$ cat src/rtl/uart_pkg.sv
// Shared console-UART definitions: receiver FSM state encoding and the
// data/word widths of the 9-bit {valid, data} console port. The
// output-side console model imports this package too.
package uart_pkg;

    localparam int UART_DATA_W = 8;
    localparam int UART_WORD_W = 9;

    typedef enum logic [1:0] {
        ST_IDLE  = 2'd0,
        ST_START = 2'd1,
        ST_DATA  = 2'd2,
        ST_STOP  = 2'd3
    } uart_state_t;

endpackage

$ cat src/rtl/uart_rx_fifo.sv
// Receive buffer for uart_rx.
// With UART_RX_FIFO_EN defined this is a FIFO_DEPTH-entry circular buffer.
// Otherwise it is a single holding register (effective depth 1).
// In both builds a pop is applied before a push in the same cycle, so a
// push into a full buffer still succeeds when the head is being consumed.
module uart_rx_fifo
    import uart_pkg::*;
#(
    parameter int FIFO_DEPTH = 4
) (
    input  logic                   clock,
    input  logic                   reset,
    input  logic                   i_push,
    input  logic [UART_DATA_W-1:0] i_pushData,
    input  logic                   i_pop,
    output logic                   o_empty,
    output logic [UART_DATA_W-1:0] o_head,
    output logic                   o_drop
);

    logic w_empty;
    logic w_full;
    logic w_doPop;
    logic w_doPush;

    assign w_doPop  = i_pop && !w_empty;
    assign w_doPush = i_push && (!w_full || w_doPop);
    assign o_drop   = i_push && !w_doPush;
    assign o_empty  = w_empty;

`ifdef UART_RX_FIFO_EN

    localparam int IDX_W = $clog2(FIFO_DEPTH);

    logic [IDX_W:0]           r_wrPtr;
    logic [IDX_W:0]           r_rdPtr;
    logic [UART_DATA_W-1:0]   r_mem [FIFO_DEPTH];

    assign w_empty = (r_wrPtr == r_rdPtr);
    assign w_full  = (r_wrPtr[IDX_W] != r_rdPtr[IDX_W]) &&
                     (r_wrPtr[IDX_W-1:0] == r_rdPtr[IDX_W-1:0]);
    assign o_head  = w_empty ? '0 : r_mem[r_rdPtr[IDX_W-1:0]];

    // Pointers carry one extra wrap bit so full and empty are distinguishable.
    always_ff @(posedge clock) begin
        if (reset) begin
            r_wrPtr <= '0;
            r_rdPtr <= '0;
        end else begin
            if (w_doPush) begin
                r_wrPtr <= r_wrPtr + 1'b1;
            end
            if (w_doPop) begin
                r_rdPtr <= r_rdPtr + 1'b1;
            end
        end
    end

    // Storage needs no reset; the pointers decide what is visible.
    always_ff @(posedge clock) begin
        if (w_doPush) begin
            r_mem[r_wrPtr[IDX_W-1:0]] <= i_pushData;
        end
    end

`else

    logic                     r_valid;
    logic [UART_DATA_W-1:0]   r_data;

    assign w_empty = !r_valid;
    assign w_full  = r_valid;
    assign o_head  = r_data;

    // The depth parameter has no meaning for the single holding register.
    if (FIFO_DEPTH < 2) begin : g_depthIgnored
    end

    // Holding register; data is zeroed whenever it empties so the head reads 0.
    always_ff @(posedge clock) begin
        if (reset) begin
            r_valid <= 1'b0;
            r_data  <= '0;
        end else if (w_doPush) begin
            r_valid <= 1'b1;
            r_data  <= i_pushData;
        end else if (w_doPop) begin
            r_valid <= 1'b0;
            r_data  <= '0;
        end
    end

`endif

endmodule

$ cat src/rtl/uart_rx.sv
// Serial console receiver: recovers 8N1 bytes from rx and presents them to
// the core as a 9-bit {valid, data} word, consumed with a one-cycle rd strobe.
// Optional build macro: UART_RX_FIFO_EN selects a FIFO_DEPTH-entry buffer
// instead of the single holding register.
module uart_rx
    import uart_pkg::*;
#(
    parameter int CLKS_PER_BIT = 8,
    parameter int FIFO_DEPTH   = 4
) (
    input  logic                   clock,
    input  logic                   reset,
    input  logic                   rx,
    input  logic                   rd,
    input  logic                   err_clr,
    output logic [UART_WORD_W-1:0] uart_in,
    output logic                   ferr,
    output logic                   ovr,
    output logic                   busy
);

    localparam int TIMER_W = $clog2(CLKS_PER_BIT);
    localparam logic [TIMER_W-1:0] HALF_LAST = TIMER_W'(CLKS_PER_BIT / 2 - 1);
    localparam logic [TIMER_W-1:0] BIT_LAST  = TIMER_W'(CLKS_PER_BIT - 1);

    logic                   r_rxSync1;
    logic                   r_rxs;
    logic                   r_rxsPrev;
    uart_state_t            r_state;
    logic [TIMER_W-1:0]     r_timer;
    logic [2:0]             r_bitIdx;
    logic [UART_DATA_W-1:0] r_shift;
    logic                   r_ferr;
    logic                   r_ovr;

    logic                   w_stopSample;
    logic                   w_push;
    logic                   w_ferrEvent;
    logic                   w_drop;
    logic                   w_empty;
    logic [UART_DATA_W-1:0] w_head;

    // A good stop bit pushes the byte on the very edge it is sampled.
    assign w_stopSample = (r_state == ST_STOP) && (r_timer == BIT_LAST);
    assign w_push       = w_stopSample && r_rxs;
    assign w_ferrEvent  = w_stopSample && !r_rxs;

    // Two-flop synchronizer plus a delayed copy for falling-edge detection;
    // all idle-high so reset never looks like a start bit.
    always_ff @(posedge clock) begin
        if (reset) begin
            r_rxSync1 <= 1'b1;
            r_rxs     <= 1'b1;
            r_rxsPrev <= 1'b1;
        end else begin
            r_rxSync1 <= rx;
            r_rxs     <= r_rxSync1;
            r_rxsPrev <= r_rxs;
        end
    end

    // Frame FSM: IDLE only leaves on a high-to-low edge, so a low stop bit
    // that lingers is never taken as the next start bit.
    always_ff @(posedge clock) begin
        if (reset) begin
            r_state  <= ST_IDLE;
            r_timer  <= '0;
            r_bitIdx <= '0;
            r_shift  <= '0;
        end else begin
            case (r_state)
                ST_IDLE: begin
                    r_timer  <= '0;
                    r_bitIdx <= '0;
                    if (!r_rxs && r_rxsPrev) begin
                        r_state <= ST_START;
                    end
                end
                ST_START: begin
                    if (r_timer == HALF_LAST) begin
                        r_timer <= '0;
                        r_state <= r_rxs ? ST_IDLE : ST_DATA;
                    end else begin
                        r_timer <= r_timer + 1'b1;
                    end
                end
                ST_DATA: begin
                    if (r_timer == BIT_LAST) begin
                        r_timer <= '0;
                        r_shift <= {r_rxs, r_shift[UART_DATA_W-1:1]};
                        if (r_bitIdx == 3'd7) begin
                            r_state <= ST_STOP;
                        end else begin
                            r_bitIdx <= r_bitIdx + 1'b1;
                        end
                    end else begin
                        r_timer <= r_timer + 1'b1;
                    end
                end
                ST_STOP: begin
                    if (r_timer == BIT_LAST) begin
                        r_timer <= '0;
                        r_state <= ST_IDLE;
                    end else begin
                        r_timer <= r_timer + 1'b1;
                    end
                end
                default: begin
                    r_state <= ST_IDLE;
                end
            endcase
        end
    end

    // Sticky error flags; a new error event outranks a simultaneous clear.
    always_ff @(posedge clock) begin
        if (reset) begin
            r_ferr <= 1'b0;
            r_ovr  <= 1'b0;
        end else begin
            if (w_ferrEvent) begin
                r_ferr <= 1'b1;
            end else if (err_clr) begin
                r_ferr <= 1'b0;
            end
            if (w_drop) begin
                r_ovr <= 1'b1;
            end else if (err_clr) begin
                r_ovr <= 1'b0;
            end
        end
    end

    uart_rx_fifo #(
        .FIFO_DEPTH (FIFO_DEPTH)
    ) u_fifo (
        .clock      (clock),
        .reset      (reset),
        .i_push     (w_push),
        .i_pushData (r_shift),
        .i_pop      (rd),
        .o_empty    (w_empty),
        .o_head     (w_head),
        .o_drop     (w_drop)
    );

    assign uart_in = {!w_empty, w_head};
    assign ferr    = r_ferr;
    assign ovr     = r_ovr;
    assign busy    = (r_state != ST_IDLE);

endmodule

$ cat config.mk
export PLATFORM = sky130hd
export DESIGN_NAME = uart_rx
export DESIGN_NICKNAME = d
export VERILOG_FILES = /design/src/rtl/uart_pkg.sv /design/src/rtl/uart_rx_fifo.sv /design/src/rtl/uart_rx.sv
export SDC_FILE = /design/constraint.sdc
export NUM_CORES = 1
export LEC_CHECK = 0
export BUFFER_PORTS_ARGS = -buffer_cell sky130_fd_sc_hd__buf_2
export CORE_UTILIZATION = 34
export DETAILED_ROUTE_END_ITERATION = 8
export PLACE_DENSITY_LB_ADDON = 0.15
export RECOVER_POWER = 100
export SETUP_SLACK_MARGIN = 0.4
export SYNTH_ARGS = -nofsm -noshare
export SYNTH_HDL_FRONTEND = slang
export SYNTH_SLANG_ARGS = --single-unit
$ cat constraint.sdc
create_clock -name clock -period 2.33 [get_ports clock]
set_input_delay 0.1165 -clock clock [delete_from_list [all_inputs] [get_ports clock]]
set_output_delay 0.1165 -clock clock [all_outputs]
set_load 0.03 [all_outputs]
== Word-level counts from Yosys, hierarchy flattened ==
Index checks and enable logic that the tools add are counted.

* Register bits after elaboration: 30
* Bits in latches: 0
* Memory bits (writable): 0
* Memory bits (read-only): 0
* Bits of input ports: 5
* Output and inout port bits: 12
* Logic and storage cells: 66
* Memories kept: 0

* Add/sub/neg operators: 2
* Multipliers: 0
* Div/mod/pow operators: 0
* $lt $le $gt $ge: 0
* Equal/unequal tests: 12
* Shift-type cells: 0
* Muxes and demuxes: 20
* Bitwise logic cells: 0
* Reductions and logical operators: 21

{| class="wikitable"
|+ Operators by type and width
! cell !! count
|-
| $mux W8 || 2
|-
| $mux W2 || 6
|-
| $mux W3 || 4
|-
| $ne A2 B2 Y1 const B || 5
|-
| $reduce_bool A2 Y1 || 5
|-
| $pmux W3 S3 || 1
|-
| $pmux W2 S4 || 1
|-
| $logic_and A1 B1 Y1 || 7
|-
| $add A3 B1 Y3 const B || 2
|-
| $eq A3 B3 Y1 const B || 2
|-
| $pmux W3 S2 || 1
|-
| $mux W1 || 5
|-
| $reduce_and A5 Y1 || 1
|-
| $eq A2 B2 Y1 const B || 2
|-
| $eq A3 B2 Y1 const B || 1
|-
| $logic_not A1 Y1 || 3
|-
| $reduce_and A3 Y1 || 1
|-
| $eq A2 B1 Y1 const B || 1
|-
| $logic_not A2 Y1 || 1
|-
| $ne A2 B1 Y1 const B || 1
|-
| $reduce_and A2 Y1 || 1
|-
| $reduce_or A2 Y1 || 1
|-
| $logic_or A1 B1 Y1 || 1
|}

== Depth between registers and ports, before layout ==
Gate-level depths: netlist of run 1.

* Word-level depth: 7
* Mapped depth: 6
* Gate-level depth less buffers: 6

== Cells and area by module ==
A second synthesis of run 1 with hierarchy kept.

* Cell total of the unflattened synthesis: 139
* Area total of the unflattened synthesis: 1422.6 um^2

{| class="wikitable"
|+ By module, submodules not included
! module !! instances !! cells each !! area each (um^2) !! seq. area each (um^2)
|-
| uart_rx || 1 || 95 || 917.1 || 420.4
|-
| uart_rx_fifo || 1 || 44 || 505.5 || 180.2
|}

== Least setup slack after synthesis of run 1 ==
OpenSTA, ideal clock, no wires.

* Path type: register to register
* Start point: register r_timer[0]
* End point: register u_fifo.r_data[0], in the netlist u_fifo.o_head[0]
* Setup time: 0.060 ns
* Data arrival time: 1.426 ns
* Data required time: 2.270 ns
* Setup slack: 0.844 ns
* Cell stages (with the launch flop): 7
* Path buffers: 2
* Clock period less this slack: 1.486 ns
* Cells stage by stage: dfxtp_1 -> ha_1 -> buf_6 -> and3_4 -> buf_6 -> a221oi_4 -> a22o_1

* Cells in the longest elaborated chain, start to end: 5
* Elaborated cells between the ends (all ways): 6
* Those cells by class: eq/ne (1); mux (1); reduce/logical (4)

{| class="wikitable"
|+ RTL lines
! item !! line !! source
|-
| start: declaration || uart_rx.sv:30 || <nowiki>logic [TIMER_W-1:0] r_timer;</nowiki>
|-
| start signal: assignment || uart_rx.sv:84 || <nowiki>r_timer <= r_timer + 1'b1;</nowiki>
|-
| start signal: assignment || uart_rx.sv:97 || <nowiki>r_timer <= r_timer + 1'b1;</nowiki>
|-
| start signal: assignment || uart_rx.sv:105 || <nowiki>r_timer <= r_timer + 1'b1;</nowiki>
|-
| $eq A3 B3 Y1 (*) || uart_rx.sv:44 || <nowiki>assign w_stopSample = (r_state == ST_STOP) && (r_timer == BIT_LAST);</nowiki>
|-
| $logic_and A1 B1 Y1 (*) || uart_rx.sv:44 ||
|-
| $logic_and A1 B1 Y1 (*) || uart_rx.sv:45 || <nowiki>assign w_push = w_stopSample && r_rxs;</nowiki>
|-
| $logic_and A1 B1 Y1 (*) || uart_rx_fifo.sv:27 || <nowiki>assign w_doPush = i_push && (!w_full || w_doPop);</nowiki>
|-
| $mux W8 / $reduce_bool A2 Y1 (equally long branches) || - ||
|-
| end signal: assignment || uart_rx_fifo.sv:86 || <nowiki>r_data <= i_pushData;</nowiki>
|-
| end: declaration || uart_rx_fifo.sv:69 || <nowiki>logic [UART_DATA_W-1:0] r_data;</nowiki>
|}

Mark *: on every way between the ends. The rest lies on a longest branch, timed or not.
A chain may end at the register's enable or synchronous reset.

== Worst setup path in the final report of run 1 ==
* Start point: register r_timer[0]
* End point: register u_fifo.r_data[4], in the netlist u_fifo.o_head[4]

Same word-level chain as after synthesis.

==> impl_metrics.ini, run 1 <==
[finish]
nNetsFinal = 149
final_common_cell = dfxtp_1
final_cell_mix = 30 x dfxtp_1, 17 x nand2_1, 12 x a21oi_1, 12 x clkbuf_1, 8 x a22o_1
syn_to_final_growth_pct = 10.41
antenna_cells = 0
drive_gt1_frac = 0.1286
fillers = 352
stdcell_area_um2 = 1366

[place]
io_buffers = 16
dp_hpwl_mm = 1.532
gp_congestion = 0.6605
postPlaceCellArea_um2 = 1313

[detailed_routing]
wl_mm = 2.249
firstDrtPassIters = 4
ant_nets = 0
drt_iter0_drc = 25
vias = 901
routed_via_density = 4.844
drc = 0
wl_per_cell_um = 12.09

[yosys]
synth_fa_ha_area_frac = 0.05056
yosysSeqAreaShare = 0.4853
yosys_warnings = 0
synth_compound_area_frac = 0.1810
muxShareOfSynthArea = 0
post_synth.cell_area_avg_um2 = 9.899
synth_top_family_by_area = simple AND/OR/NAND/NOR gates
synth-simple-area-share = 0.2133
synth_area_um2 = 1237
synth_cell_types = 32
syn-num-nets = 135
syn_inst = 125
synth-xor-area-share = 0.007078
synth-seq-cells = 30

[timing]
tns_ns = 0
holdWs_ns = 0.06172
max_freq_ghz = 0.5471
rsz0062_at_grt = false
drv_slew = 0
period_minus_slack_ns = 1.828
finalHoldViolCount = 0
skew_ns = 0.01457
tightestPinTransition_ns = 0.4752
relSlewSlack = 0.6819
fin_crit_sh = 0.7844
setup_viol = 0

[global_routing]
grt_pass1_wl_mm = 3.822
grt-ovfl-total = 0
grt_max_degree = 25
grt_pass1_vias = 844
grt_util_all_layers = 0.1304
antenna_found_initial = 0

[clock_network]
clock_latency_ns = 0.34
cts_made_buffers = 5
ctsResizeCount = 0
clkTransAtPathRegs_ns = 0.09
numClockSinks = 30
htreeDepth = 2
post_cts_buffers = 0
tritoncts = yes
cts_root_buffer = clkbuf_4
clockBufferDepth = 2
ctsHoldBuffers = 1

[worst_setup_path]
endpoint_kind = flip-flop
crit_fanout = 10
r2r_end = u_fifo.o_head[4]
crit_arrival_ns = 2.11
r2r_slack_ns = 0.50
critPathKind = flip-flop to flip-flop
r2r_start = r_timer[0]
cp.required_ns = 2.61
rr_worst_depth = 4
cp-start-kind = flip-flop

[power]
power_leakage_nw = 0.4925
ir_worst_vdd_uv = 259.0
p_per_area_nw_per_um2 = 642.1

[die]
start_util = 0.3623
coreArea_um2 = 3416
num_io_pins = 17
num_rows = 21
dieArea_um2 = 3885
dieWidth_um = 62.33
die_h_um = 62.33

[hold_path]
whs_path_depth = 3
worstHoldStart = err_clr
hold_path_end = ovr
hold_class = input pin to flip-flop

[job]
max-cap-violations = 0

[status]
status = completed
[logic make-up after synthesis]
group	after synthesis
simple gates	45
xor+xnor	1
buf+inv	14
flops	30
fa+ha+maj	5
compound gates	30
[how the worst max path moves through the flow]
stage                           from          endpoint  slack (ns)
final                     r_timer[0]  u_fifo.o_head[4]        0.50
after global routing      r_timer[0]  u_fifo.o_head[4]        0.34
after floorplan           r_timer[0]  u_fifo.o_head[0]        0.84
after detailed placement  r_timer[0]  u_fifo.o_head[4]        0.65
after CTS                 r_timer[0]  u_fifo.o_head[4]        0.63
after global placement    r_timer[0]  u_fifo.o_head[3]        0.73
[per-layer routing]
layer,part of all wire,global-route usage,vias up
met5,0,0,-
met4,0.020,0.07849,0
met3,0.053,0.06434,4
met2,0.42,0.1868,17
met1,0.51,0.1553,413
li1,-,-,467
[cell usage after synthesis]
library cell | instances | share of area
nand3_1 | 5 | 0.020
nor4bb_1 | 1 | 0.0081
a31oi_1 | 4 | 0.020
nor4b_4 | 1 | 0.019
a311oi_1 | 2 | 0.014
or3_1 | 1 | 0.0051
nand4bb_1 | 1 | 0.0091
ha_1 | 5 | 0.051
clkbuf_1 | 4 | 0.012
and3_4 | 1 | 0.0091
and3b_1 | 2 | 0.014
xnor2_1 | 1 | 0.0071
a221oi_1 | 1 | 0.0071
a221oi_4 | 1 | 0.021
a32oi_1 | 1 | 0.0071
buf_6 | 2 | 0.018
nand4b_1 | 1 | 0.0071
nor3_1 | 1 | 0.0040
inv_1 | 4 | 0.012
buf_2 | 2 | 0.0081
nand4_1 | 1 | 0.0051
dfxtp_1 | 30 | 0.49
nand2b_1 | 2 | 0.010
buf_4 | 2 | 0.012
nor2b_1 | 2 | 0.010
nor2_1 | 4 | 0.012
or2_2 | 4 | 0.020
a21oi_1 | 12 | 0.049
a22o_1 | 8 | 0.057
a21boi_0 | 1 | 0.0061
nand2_1 | 17 | 0.052
and4b_1 | 1 | 0.0081
[final cells by class]
| type | count | area [um2] | share of cell area |
|---|---|---|---|
| Sequential cell | 30 | 600.6 | 0.4396 |
| Multi-Input combinational cell | 81 | 554.3 | 0.4057 |
| Timing Repair Buffer | 17 | 75.07 | 0.05495 |
| Tap cell | 46 | 57.56 | 0.04212 |
| Clock buffer | 6 | 51.30 | 0.03755 |
| Inverter | 4 | 15.01 | 0.01099 |
| Clock inverter | 2 | 12.51 | 0.009158 |
[per-stage QoR]
step	instances	worst slack, ns	utilization	power (mW)
final	186	0.5023	0.4000	0.8773
after global routing	186	0.3428	0.4000	0.9211
after global placement	177	0.7344	0.3842	0.5606
after CTS	186	0.6284	0.4059	0.8916
after floorplan	125	0.8436	-	0.5513
after detailed placement	177	0.6500	0.3842	0.5612
[flip-flops by register name, summed over array words and instances (netlist names), 3 cells and up, named ones only]
name,count
r_bitIdx,3
r_shift,8
r_timer,3
u_fifo.o_head,8
[where the power goes]
group	internal, mW	switching, mW	total, mW
Clock	0.145	0.182	0.327
Sequential	0.516	0.00562	0.522
Combinational	0.0109	0.0178	0.0287
Total	0.672	0.206	0.877
[critical path: stages (launching register included)]
cell and delay, ns:
dfxtp_1 0.38, ha_1 0.35, and3_1 0.37, nor4b_4 0.47, a22o_1 0.21
No activity file was read; power rests on OpenSTA's default activity.
==> run 2, diff against run 1 <==
Clock period 2.33 ns to 1.5 ns, I/O delays scaled along.
==> run 2 against run 1 <==
Register-to-register slack worse by 0.41 ns; clock power increased by 85%; maximum frequency up 30%; largest cell class is now multi-input combinational cells; first-iteration DRC count is 8.0% lower; sequential power up 54%; final cell count up 12%; count of clock-buffer cells in the layout rose by 2; design area is 26% higher; non-clock buffer count is 22 higher.
==> impl_metrics.ini, run 2 (synthesis gave the netlist of run 1 again) <==
[status]
status = completed

[place]
postPlaceCellArea_um2 = 1409
dp_hpwl_mm = 1.629
gp_congestion = 0.6678
io_buffers = 16
dp.cells = 185

[worst_setup_path]
cp.required_ns = 1.78
crit_arrival_ns = 1.69
cp_cell_sequence = ha_4 -> and3_4 -> nor4b_2 -> buf_6 -> a22o_1
critPathMaxStageDelay_ns = 0.40
crit_fanout = 8
r2r_slack_ns = 0.09
critPathKind = flip-flop to flip-flop
r2r_start = r_timer[0]
r2r_end = u_fifo.o_head[7]
rr_worst_depth = 5
slowest_stage = dfxtp_1
cp-start-kind = flip-flop
endpoint_kind = flip-flop

[timing]
drv_slew = 0
finalHoldViolCount = 0
max_freq_ghz = 0.7091
period_minus_slack_ns = 1.410
setup_viol = 0
fin_crit_sh = 0.9402
holdWs_ns = 0.01801
skew_ns = 0.006871
tightestPinTransition_ns = 0.3649
tns_ns = 0
relSlewSlack = 0.7578
rsz0062_at_grt = true

[global_routing]
grt_pass1_wl_mm = 4.609
grt_pass1_vias = 973
grt_util_all_layers = 0.1550
grt-ovfl-total = 0
grt_max_degree = 19
antenna_found_initial = 0

[detailed_routing]
firstDrtPassIters = 4
wl_met2_mm = 1.298
ant_nets = 0
drc = 0
wl_mm = 2.757
wl_per_cell_um = 13.25
drt_iter0_drc = 23
vias = 1028
routed_via_density = 4.942
wl_met3_um = 93
routed.top_layer = met4
wl_met1_mm = 1.296

[finish]
stdcell_area_um2 = 1718
final_common_cell = dfxtp_1
fin_cells = 208
drive_gt1_frac = 0.4012
syn_to_final_growth_pct = 38.83
antenna_cells = 0
final_cell_mix = 26 x dfxtp_1, 13 x nand2_1, 11 x buf_4
nNetsFinal = 171

[power]
p_per_area_nw_per_um2 = 861.6
power_leakage_nw = 0.6242
ir_worst_vdd_uv = 524.0

[clock_network]
numClockSinks = 30
clkTransAtPathRegs_ns = 0.10
clockBufferDepth = 2
clock_latency_ns = 0.34
htreeDepth = 2
cts_root_buffer = clkbuf_4
cts_made_buffers = 5
tritoncts = yes

[job]
max-cap-violations = 0

[hold_path]
hold_class = input pin to flip-flop
hold_path_end = ovr
worstHoldStart = err_clr
whs_path_depth = 3

[die]
dieWidth_um = 62.33
start_util = 0.3623
die_h_um = 62.33
num_io_pins = 17
num_rows = 21
coreArea_um2 = 3416
dieArea_um2 = 3885
## run 2: cell types whose count changed in the layout (fill, tap and decap cells not counted), moves of 4 or more
cell | before | now
ha_4 | 0 | 5
a21oi_1 | 12 | 6
dfxtp_1 | 30 | 26
nand2_1 | 17 | 13
a21oi_2 | 0 | 6
buf_6 | 0 | 9
buf_4 | 0 | 11
ha_1 | 5 | 0
## run 2: final cells by class
| class | instances | area, um2 |
|---|---|---|
| flip-flops and latches | 30 | 608.1 |
| well taps | 46 | 57.56 |
| clock buffers | 8 | 78.83 |
| multi-input cells | 81 | 674.4 |
| repair buffers | 39 | 284.0 |
| inverters | 4 | 15.01 |
| fillers | 328 | 1698 |
## run 2: metrics by stage
stage / setup WS, ns / util / power [mW]
3_3_place_gp: 0.1218 / 0.4125 / 0.8778
4_1_cts: 0.1444 / 0.4795 / 1.505
5_1_grt: 0.03882 / 0.5029 / 1.546
2_1_floorplan: 0.07247 / - / 0.8586
6_report: 0.08968 / 0.5029 / 1.480
3_5_place_dp: 0.1170 / 0.4125 / 0.8781
## run 2: worst max-delay path, delay by kind of cell (launching register included)
kind            cells  cell delay [ns]
compound gates      1             0.13
fa+ha+maj           1             0.19
buf+inv             1             0.17
flops               1             0.40
simple gates        2             0.46
## run 2: worst max-delay path by stage
stage                      from               end  slack (ns)
floorplan            r_timer[0]  u_fifo.o_head[0]        0.07
CTS                 r_bitIdx[0]       r_bitIdx[0]        0.14
finish               r_timer[0]  u_fifo.o_head[7]        0.09
global route         r_timer[0]        r_shift[1]        0.04
global placement     r_timer[0]  u_fifo.o_head[6]        0.12
detailed placement   r_timer[0]  u_fifo.o_head[3]        0.12
## run 2: repair_timing
action,4_1_cts,5_1_grt
setup buffers,10,4
resized for setup,20,28
endpoints found under the hold margin,1,0
pin swaps,7,23
hold buffers,1,0
endpoints found under the setup margin,24,28
## run 2: report_power, final
group	leakage, nW	internal [mW]	switching (mW)
sequential	0.245	0.800	0.00531
combinational	0.335	0.0321	0.0368
clock	0.0446	0.320	0.286
## run 2: metal layers
layer,GRT usage,vias up
met4,0.1047,0
met3,0.04963,7
met1,0.1900,488
met5,0,-
met2,0.2308,18
li1,-,515
